<file path="src/rtl/axi4lite_cernbe_xbar.sv">
// AXI4-Lite slave fanning out to N_SUB CERN-BE memory-style sub-buses.
// One outstanding transaction; DECERR on unmapped, SLVERR on done timeout.
module axi4lite_cernbe_xbar #(
  parameter int DATA_WIDTH    = 32,
  parameter int SUB_ADDR_BITS = 12,
  parameter int N_SUB         = 4,
  parameter int ADDR_WIDTH    = 16,
  parameter int PIPE          = 1,
  parameter int TIMEOUT       = 255
) (
  input  logic                        aclk,
  input  logic                        areset,
  input  logic                        awvalid,
  output logic                        awready,
  input  logic [ADDR_WIDTH-1:0]       awaddr,
  input  logic [2:0]                  awprot,
  input  logic                        wvalid,
  output logic                        wready,
  input  logic [DATA_WIDTH-1:0]       wdata,
  input  logic [DATA_WIDTH/8-1:0]     wstrb,
  output logic                        bvalid,
  input  logic                        bready,
  output logic [1:0]                  bresp,
  input  logic                        arvalid,
  output logic                        arready,
  input  logic [ADDR_WIDTH-1:0]       araddr,
  input  logic [2:0]                  arprot,
  output logic                        rvalid,
  input  logic                        rready,
  output logic [DATA_WIDTH-1:0]       rdata,
  output logic [1:0]                  rresp,
  output logic [SUB_ADDR_BITS-1:0]    sub_addr_o,
  output logic [DATA_WIDTH-1:0]       sub_wr_data_o,
  input  logic [N_SUB*DATA_WIDTH-1:0] sub_rd_data_i,
  output logic [N_SUB-1:0]            sub_wr_mem_o,
  output logic [N_SUB-1:0]            sub_rd_mem_o,
  input  logic [N_SUB-1:0]            sub_wr_done_i,
  input  logic [N_SUB-1:0]            sub_rd_done_i
);
  localparam int IDX_W = (N_SUB > 1) ? $clog2(N_SUB) : 1;
  localparam int LSB   = $clog2(DATA_WIDTH / 8);
  localparam int HI    = SUB_ADDR_BITS + IDX_W;
  localparam logic [15:0] TMO_LAST = 16'(TIMEOUT - 1);

  typedef enum logic [2:0] {
    S_IDLE, S_DECODE, S_STAGE, S_STROBE, S_RESP
  } state_t;

  state_t state_q, state_d;
  logic aw_q, aw_d, w_q, w_d, ar_q, ar_d;
  logic is_wr_q, is_wr_d;
  logic [ADDR_WIDTH-1:0] awaddr_q, araddr_q;
  logic [DATA_WIDTH-1:0] wdata_q;
  logic [IDX_W-1:0] idx_q, idx_d;
  logic [SUB_ADDR_BITS-1:0] saddr_q, saddr_d;
  logic [DATA_WIDTH-1:0] swdata_q, swdata_d;
  logic [N_SUB-1:0] wmem_q, wmem_d, rmem_q, rmem_d;
  logic [15:0] cnt_q, cnt_d;
  logic bvalid_q, bvalid_d, rvalid_q, rvalid_d;
  logic [1:0] resp_q, resp_d;
  logic [DATA_WIDTH-1:0] rdata_q, rdata_d, rd_sel;

  logic aw_hs, w_hs, ar_hs;
  logic [ADDR_WIDTH-1:0] dec_addr;
  logic [IDX_W-1:0] dec_idx;
  logic dec_err, sub_done;
  logic [N_SUB-1:0] dec_hot, sel_hot;
  logic unused;

  assign unused = ^{awprot, arprot, wstrb};

  assign awready = ~aw_q;
  assign wready  = ~w_q;
  assign arready = ~ar_q;
  assign aw_hs   = awvalid & ~aw_q;
  assign w_hs    = wvalid & ~w_q;
  assign ar_hs   = arvalid & ~ar_q;

  assign bvalid        = bvalid_q;
  assign rvalid        = rvalid_q;
  assign bresp         = resp_q;
  assign rresp         = resp_q;
  assign rdata         = rdata_q;
  assign sub_addr_o    = saddr_q;
  assign sub_wr_data_o = swdata_q;
  assign sub_wr_mem_o  = wmem_q;
  assign sub_rd_mem_o  = rmem_q;

  assign dec_addr = is_wr_q ? awaddr_q : araddr_q;
  assign dec_idx  = dec_addr[SUB_ADDR_BITS +: IDX_W];
  assign dec_err  = ((dec_addr >> HI) != '0)
                 || (int'(dec_idx) >= N_SUB);
  assign dec_hot  = N_SUB'(1) << dec_idx;
  assign sel_hot  = N_SUB'(1) << idx_q;
  assign sub_done = is_wr_q ? sub_wr_done_i[idx_q]
                            : sub_rd_done_i[idx_q];

  always_comb begin
    rd_sel = '0;
    for (int k = 0; k < N_SUB; k++)
      if (idx_q == IDX_W'(k))
        rd_sel = sub_rd_data_i[k*DATA_WIDTH +: DATA_WIDTH];
  end

  always_comb begin
    state_d  = state_q;
    aw_d     = aw_q | aw_hs;
    w_d      = w_q | w_hs;
    ar_d     = ar_q | ar_hs;
    is_wr_d  = is_wr_q;
    idx_d    = idx_q;
    saddr_d  = saddr_q;
    swdata_d = swdata_q;
    wmem_d   = wmem_q;
    rmem_d   = rmem_q;
    cnt_d    = cnt_q;
    bvalid_d = bvalid_q;
    rvalid_d = rvalid_q;
    resp_d   = resp_q;
    rdata_d  = rdata_q;
    unique case (state_q)
      S_IDLE: begin
        // a complete write takes priority over a pending read
        if ((aw_q | aw_hs) && (w_q | w_hs)) begin
          is_wr_d = 1'b1;
          state_d = S_DECODE;
        end else if (ar_q | ar_hs) begin
          is_wr_d = 1'b0;
          state_d = S_DECODE;
        end
      end
      S_DECODE: begin
        idx_d   = dec_idx;
        saddr_d = dec_addr[SUB_ADDR_BITS-1:0]
                & ~SUB_ADDR_BITS'((1 << LSB) - 1);
        if (is_wr_q) swdata_d = wdata_q;
        if (dec_err) begin
          resp_d   = 2'b11;
          if (!is_wr_q) rdata_d = '0;
          bvalid_d = is_wr_q;
          rvalid_d = ~is_wr_q;
          state_d  = S_RESP;
        end else if (PIPE != 0) begin
          state_d = S_STAGE;
        end else begin
          cnt_d   = '0;
          wmem_d  = is_wr_q ? dec_hot : '0;
          rmem_d  = is_wr_q ? '0 : dec_hot;
          state_d = S_STROBE;
        end
      end
      S_STAGE: begin
        cnt_d   = '0;
        wmem_d  = is_wr_q ? sel_hot : '0;
        rmem_d  = is_wr_q ? '0 : sel_hot;
        state_d = S_STROBE;
      end
      S_STROBE: begin
        // done in the final counted cycle still wins over the timeout
        if (sub_done || cnt_q == TMO_LAST) begin
          wmem_d   = '0;
          rmem_d   = '0;
          bvalid_d = is_wr_q;
          rvalid_d = ~is_wr_q;
          state_d  = S_RESP;
          resp_d   = sub_done ? 2'b00 : 2'b10;
          if (!is_wr_q) rdata_d = sub_done ? rd_sel : '0;
        end else begin
          cnt_d = cnt_q + 16'd1;
        end
      end
      S_RESP: begin
        if (bvalid_q && bready) begin
          bvalid_d = 1'b0;
          aw_d     = 1'b0;
          w_d      = 1'b0;
          state_d  = S_IDLE;
        end else if (rvalid_q && rready) begin
          rvalid_d = 1'b0;
          ar_d     = 1'b0;
          state_d  = S_IDLE;
        end
      end
      default: state_d = S_IDLE;
    endcase
  end

  always_ff @(posedge aclk or posedge areset) begin
    if (areset) begin
      awaddr_q <= '0;
      araddr_q <= '0;
      wdata_q  <= '0;
    end else begin
      if (aw_hs) awaddr_q <= awaddr;
      if (ar_hs) araddr_q <= araddr;
      if (w_hs)  wdata_q  <= wdata;
    end
  end

  always_ff @(posedge aclk or posedge areset) begin
    if (areset) begin
      state_q  <= S_IDLE;
      aw_q     <= 1'b0;
      w_q      <= 1'b0;
      ar_q     <= 1'b0;
      is_wr_q  <= 1'b0;
      idx_q    <= '0;
      saddr_q  <= '0;
      swdata_q <= '0;
      wmem_q   <= '0;
      rmem_q   <= '0;
      cnt_q    <= '0;
      bvalid_q <= 1'b0;
      rvalid_q <= 1'b0;
      resp_q   <= 2'b00;
      rdata_q  <= '0;
    end else begin
      state_q  <= state_d;
      aw_q     <= aw_d;
      w_q      <= w_d;
      ar_q     <= ar_d;
      is_wr_q  <= is_wr_d;
      idx_q    <= idx_d;
      saddr_q  <= saddr_d;
      swdata_q <= swdata_d;
      wmem_q   <= wmem_d;
      rmem_q   <= rmem_d;
      cnt_q    <= cnt_d;
      bvalid_q <= bvalid_d;
      rvalid_q <= rvalid_d;
      resp_q   <= resp_d;
      rdata_q  <= rdata_d;
    end
  end
endmodule

</file>
<file path="config.mk">
export PLATFORM = sky130hd
export DESIGN_NAME = axi4lite_cernbe_xbar
export DESIGN_NICKNAME = d
export VERILOG_FILES = /design/src/rtl/axi4lite_cernbe_xbar.sv
export SDC_FILE = /design/constraint.sdc
export NUM_CORES = 1
export LEC_CHECK = 0
export ABC_AREA = 0
export CAP_MARGIN = 10
export CORE_UTILIZATION = 47
export CTS_CLUSTER_SIZE = 40
export DETAILED_ROUTE_END_ITERATION = 16
export MAX_ROUTING_LAYER = met4
export PLACE_DENSITY = 0.86
export SLEW_MARGIN = 20
export SYNTH_ARGS = -nofsm -noshare
export SYNTH_HDL_FRONTEND = slang
export SYNTH_SLANG_ARGS = --single-unit
</file>
<file path="constraint.sdc">
create_clock -name aclk -period 8.9 [get_ports aclk]
set_clock_uncertainty 0.05 [all_clocks]
set_input_delay 1.78 -clock aclk [delete_from_list [all_inputs] [get_ports aclk]]
set_output_delay 1.78 -clock aclk [all_outputs]
set_load 0.01 [all_outputs]
</file>
* Word level (Yosys, flattened, before mapping) *
Cells that the tools add are included.

word-level totals
  register bits after elaboration = 175
  input bits = 217
  output and inout bits = 93
  logic and storage cells = 121

operators by class
  add/sub/neg operators = 1
  magnitude comparators = 1
  eq/ne operators = 18
  shift-type cells = 1
  multiplexer cells = 52
  bitwise gates (word level) = 10
  reductions and logical operators = 20

operators by type and width
  operator                                                                number
  32-bit two-way mux                                                      9
  32-bit one-hot mux with 2 select lines                                  1
  16-bit two-way mux                                                      2
  16-bit one-hot mux with 2 select lines                                  1
  1-bit two-way mux                                                       19
  3-bit two-way mux                                                       6
  16-bit by 1-bit adder with 16-bit output, second input constant         1
  16-bit by 8-bit equality test with 1-bit output, second input constant  1
  2-bit inequality test, second input constant                            8
  4-bit one-hot mux with 2 select lines                                   2
  16-bit nonzero test                                                     1
  3-bit one-hot mux with 5 select lines                                   1
  4-bit two-way mux                                                       3
  5-bit AND reduction                                                     2
  2-bit AND reduction                                                     4
  3-bit by 2-bit equality test with 1-bit output, second input constant   2
  2-bit two-way mux                                                       3
  3-bit inequality test, second input constant                            2
  1-bit one-hot mux with 3 select lines                                   2
  3-bit AND reduction                                                     2
  2-bit nonzero test                                                      3
  1-bit binary-select mux with 2-bit select                               2
  2-bit equality test, second input constant                              2
  1-bit inverter                                                          4
  14 further kinds                                                        20

* Depth between registers and ports, before layout *
  depth after elaboration = 9
  mapped depth = 8
  gate-level depth less buffers = 7

* Worst setup path before layout *
No wires, ideal clock.

  kind = input to register
  start = in sub_wr_done_i[1]
  end = reg rdata_q[10], in the netlist rdata[10]
  setup time = 0.066 ns
  data arrival time = 3.237 ns
  data required time = 8.784 ns
  slack = 5.547 ns
  cell stages on the path = 6
  buffers on the path = 1
  path through = mux4_2 -> mux2_4 -> nor2_4 -> a21o_2 -> buf_4 -> a22o_1

between the ends
  longest elaborated chain between the ends = 7
  elaborated cells between the ends (all ways) = 10
  those cells by class = eq/ne: 1; mux: 7; reduce/logical: 2

ends and longest elaborated chain
  item                                         RTL line  RTL
  start, declared                              37        input logic [N_SUB-1:0] sub_wr_done_i,
  1-bit binary-select mux with 2-bit select *  95        assign sub_done = is_wr_q ? sub_wr_done_i[idx_q]
  1-bit two-way mux (not written as such) *    95
  1-bit two-way mux *                          95
  32-bit two-way mux (2 in series)             167       if (!is_wr_q) rdata_d = sub_done ? rd_sel : '0;
  32-bit two-way mux                           160       if (sub_done || cnt_q == TMO_LAST) begin
  32-bit one-hot mux with 2 select lines       121       unique case (state_q)
  end signal, assigned                         232       rdata_q <= rdata_d;
  end, declared                                61        logic [DATA_WIDTH-1:0] rdata_q, rdata_d, rd_sel;

Mark *: on every way between the ends. The rest lies on a longest branch, timed or not. The select of a mux whose other input is x is not followed.
A chain may end at the register's enable or synchronous reset.

* Final worst setup path *
  start = in sub_wr_done_i[1]
  end = reg rvalid_q, in the netlist rvalid

between the ends
  longest elaborated chain between the ends = 6

ends and longest elaborated chain
  item                                       RTL line  RTL
  1-bit binary-select mux with 2-bit select  95
  1-bit two-way mux (not written as such)    95
  1-bit two-way mux                          95
  1-bit logical OR                           160
  2-bit inequality test (no source line)     n/a
  5-bit AND reduction (no source line)       n/a
  end signal, assigned                       230       rvalid_q <= rvalid_d;
  end, declared                              59        logic bvalid_q, bvalid_d, rvalid_q, rvalid_d;

Every way passes these cells. The select of a mux whose other input is x is not followed.

==> flow_summary.ini <==
[logic_synthesis]
ys_types = 50
synth_edf_count = 0
syn-cell-area_um2 = 7764
syn_inst = 562
synth_ff_type = dfrtp_1
ys_seq_area_frac = 0.5512
yosysWarningCount = 0
synthArstFlopShare = 1.000
ys_ff_latch = 171
synth.avg_cell_area_um2 = 13.81

[clock_tree]
cts.repair.resized = 0
cts_made_buffers = 17
clkSlewWorstSetupHoldPaths_ps = 70
clock_sinks = 171
postCtsSetupRepairBufs = 0
htreeDepth = 4
ctsHoldBuffers = 0
clk_latency_ps = 430
cts-root-buf = clkbuf_16
cts_tree = yes
clk_path_buf_depth = 2

[timing]
finalSetupViolCount = 0
rsz0062_at_grt = false
finalCriticalPeriod_ps = 3956
worst_pin_slew_ps = 975.0
slew_headroom = 0.3500
fin_setup_tns_ps = 0
fmax_mhz = 252.8
fin_crit_sh = 0.4445
slew_viol_final = 0
hold_violations = 0
whs_ps = 447.8

[hold_path]
worstHoldPathType = register to register
hold_depth = 1

[global_routing]
grt_overflow = 0
antenna_found_initial = 1
grt_pass1_wl_um = 35350
grt_pass1_vias = 6428
grt_use_total = 0.2883
grt_max_degree = 97

[worst_setup_path]
startpoint_type = input port
path_max_fanout = 33
cp.required_ps = 9160
cp_data_arrival_time_ps = 4220
end_kind = register
path_class = input port to register
ff2ff_path_depth = 6

[routing]
totalWireLength_um = 23580
drc = 0
vias = 6119
drtPass1Iterations = 5
wl_per_cell_um = 21.98
ant_nets = 0
drtIter0Drc = 444
avgViaCountPerCell = 5.703

[floorplanning]
start_util = 0.4852
die_h_um = 130.5
core.rowCount = 46
pin_count = 310
die_area_um2 = 17040
core_area_um2 = 16000
die_w_um = 130.5

[run]
drv_cap = 0

[finish]
drive_gt1_frac = 0.1942
final_common_cell = clkdlybuf4s50_1
area_growth_pct = 48.54
finalNetCount = 1061
layout_common_cells = clkdlybuf4s50_1 (293), dfrtp_1 (169), mux2_2 (80)

[place]
gp_congestion = 0.8983
portBuffers = 293
dpl.hpwl_um = 17010

[power_and_ir_drop]
p_per_area_nw_per_um2 = 317.4
p_leak_uw = 0.004872
ir_drop_mv = 0.2137

[outcome]
status = finished clean
-- cell usage after synthesis (3+ instances only) --
cell	instances	area, um^2
dfrtp_1	171	4279
mux2_2	80	900.9
a22o_1	36	315.3
mux4_2	34	765.7
nor2_1	26	97.59
clkbuf_1	23	86.33
a21oi_1	20	100.1
mux2i_1	19	190.2
nand3_1	19	95.09
nand2_1	18	67.56
mux2_1	12	135.1
buf_4	8	60.06
o21ai_1	8	40.04
inv_1	7	26.28
nor3_1	7	35.03
buf_2	6	30.03
buf_1	5	18.77
nor2b_1	5	31.28
a31oi_1	4	25.02
a32o_1	4	40.04
and3_1	4	25.02
nand4_1	4	25.02
o21ai_0	4	20.02
o31ai_1	4	30.03
o311ai_1	3	26.28
-- stage by stage --
step / util / instance area [um^2] / setup WS [ps] / instances / total power [uW]
2_1_floorplan: - / 7767 / 2438 / 563 / 2174
3_3_place_gp: 0.6786 / 10860 / 4603 / 1039 / 2733
3_5_place_dp: 0.6786 / 10860 / 4528 / 1039 / 2821
4_1_cts: 0.7204 / 11530 / 4959 / 1071 / 3679
5_1_grt: 0.7206 / 11530 / 4892 / 1072 / 3844
6_report: 0.7208 / 11530 / 4944 / 1073 / 3661
-- cell type report --
| type | instances | area, um^2 |
|---|---|---|
| Clock buffer | 18 | 439.2 |
| Antenna cell | 2 | 5.005 |
| Clock inverter | 14 | 230.2 |
| Inverter | 7 | 31.28 |
| Tap cell | 216 | 270.3 |
| Multi-Input combinational cell | 343 | 3274 |
| Sequential cell | 171 | 4282 |
| Timing Repair Buffer | 302 | 3000 |
| Fill cell | 1048 | 4468 |
-- sequential cells by signal, indices dropped and copies added, names as in the netlist, 2 cells and up --
name,count
araddr_q,14
awaddr_q,14
bresp,2
cnt_q,16
idx_q,2
rdata,32
state_q,3
sub_addr_o,10
sub_rd_mem_o,4
sub_wr_data_o,32
sub_wr_mem_o,4
wdata_q,32
-- final timing paths --
kind,startpoint,end,slack (ps)
setup reg to reg,idx_q[0],rvalid,5660
max in group asynchronous,areset,idx_q[0],5360
min in group asynchronous,areset,wdata_q[0],1880
setup / recovery,sub_wr_done_i[1],rvalid,4940
hold reg to reg,cnt_q[5],cnt_q[5],450
hold / removal,cnt_q[5],cnt_q[5],450
-- report_power, final --
part	leakage, uW	internal [uW]	switching (uW)
Combinational	0.00239	841	633
Sequential	0.00215	1100	250
Clock	0.000324	513	322
Total	0.00487	2460	1200
-- critical path, stage by stage --
cell and delay [ps]:
clkdlybuf4s50_1 410, mux4_2 530, mux2_4 360, nor2_4 220, a21o_2 620, a21bo_1 290
-- kinds of logic after synthesis --
family	synth area share
flip-flops	0.5512
multiplexers	0.2614
AND/OR/NAND/NOR	0.06398
AO/OA/AOI/OAI	0.09122
buffers and inverters	0.02853
adder cells (fa/ha/maj)	0.003223
other	0.0004830
-- layer usage --
layer	GRT usage	part of all wire	up-vias
li1	-	-	2676
met1	0.3245	0.38	3129
met2	0.4930	0.52	262
met3	0.07166	0.071	52
met4	0.1136	0.030	0
met5	-	0	-
Note: power is estimated with default switching activity, not from simulation.
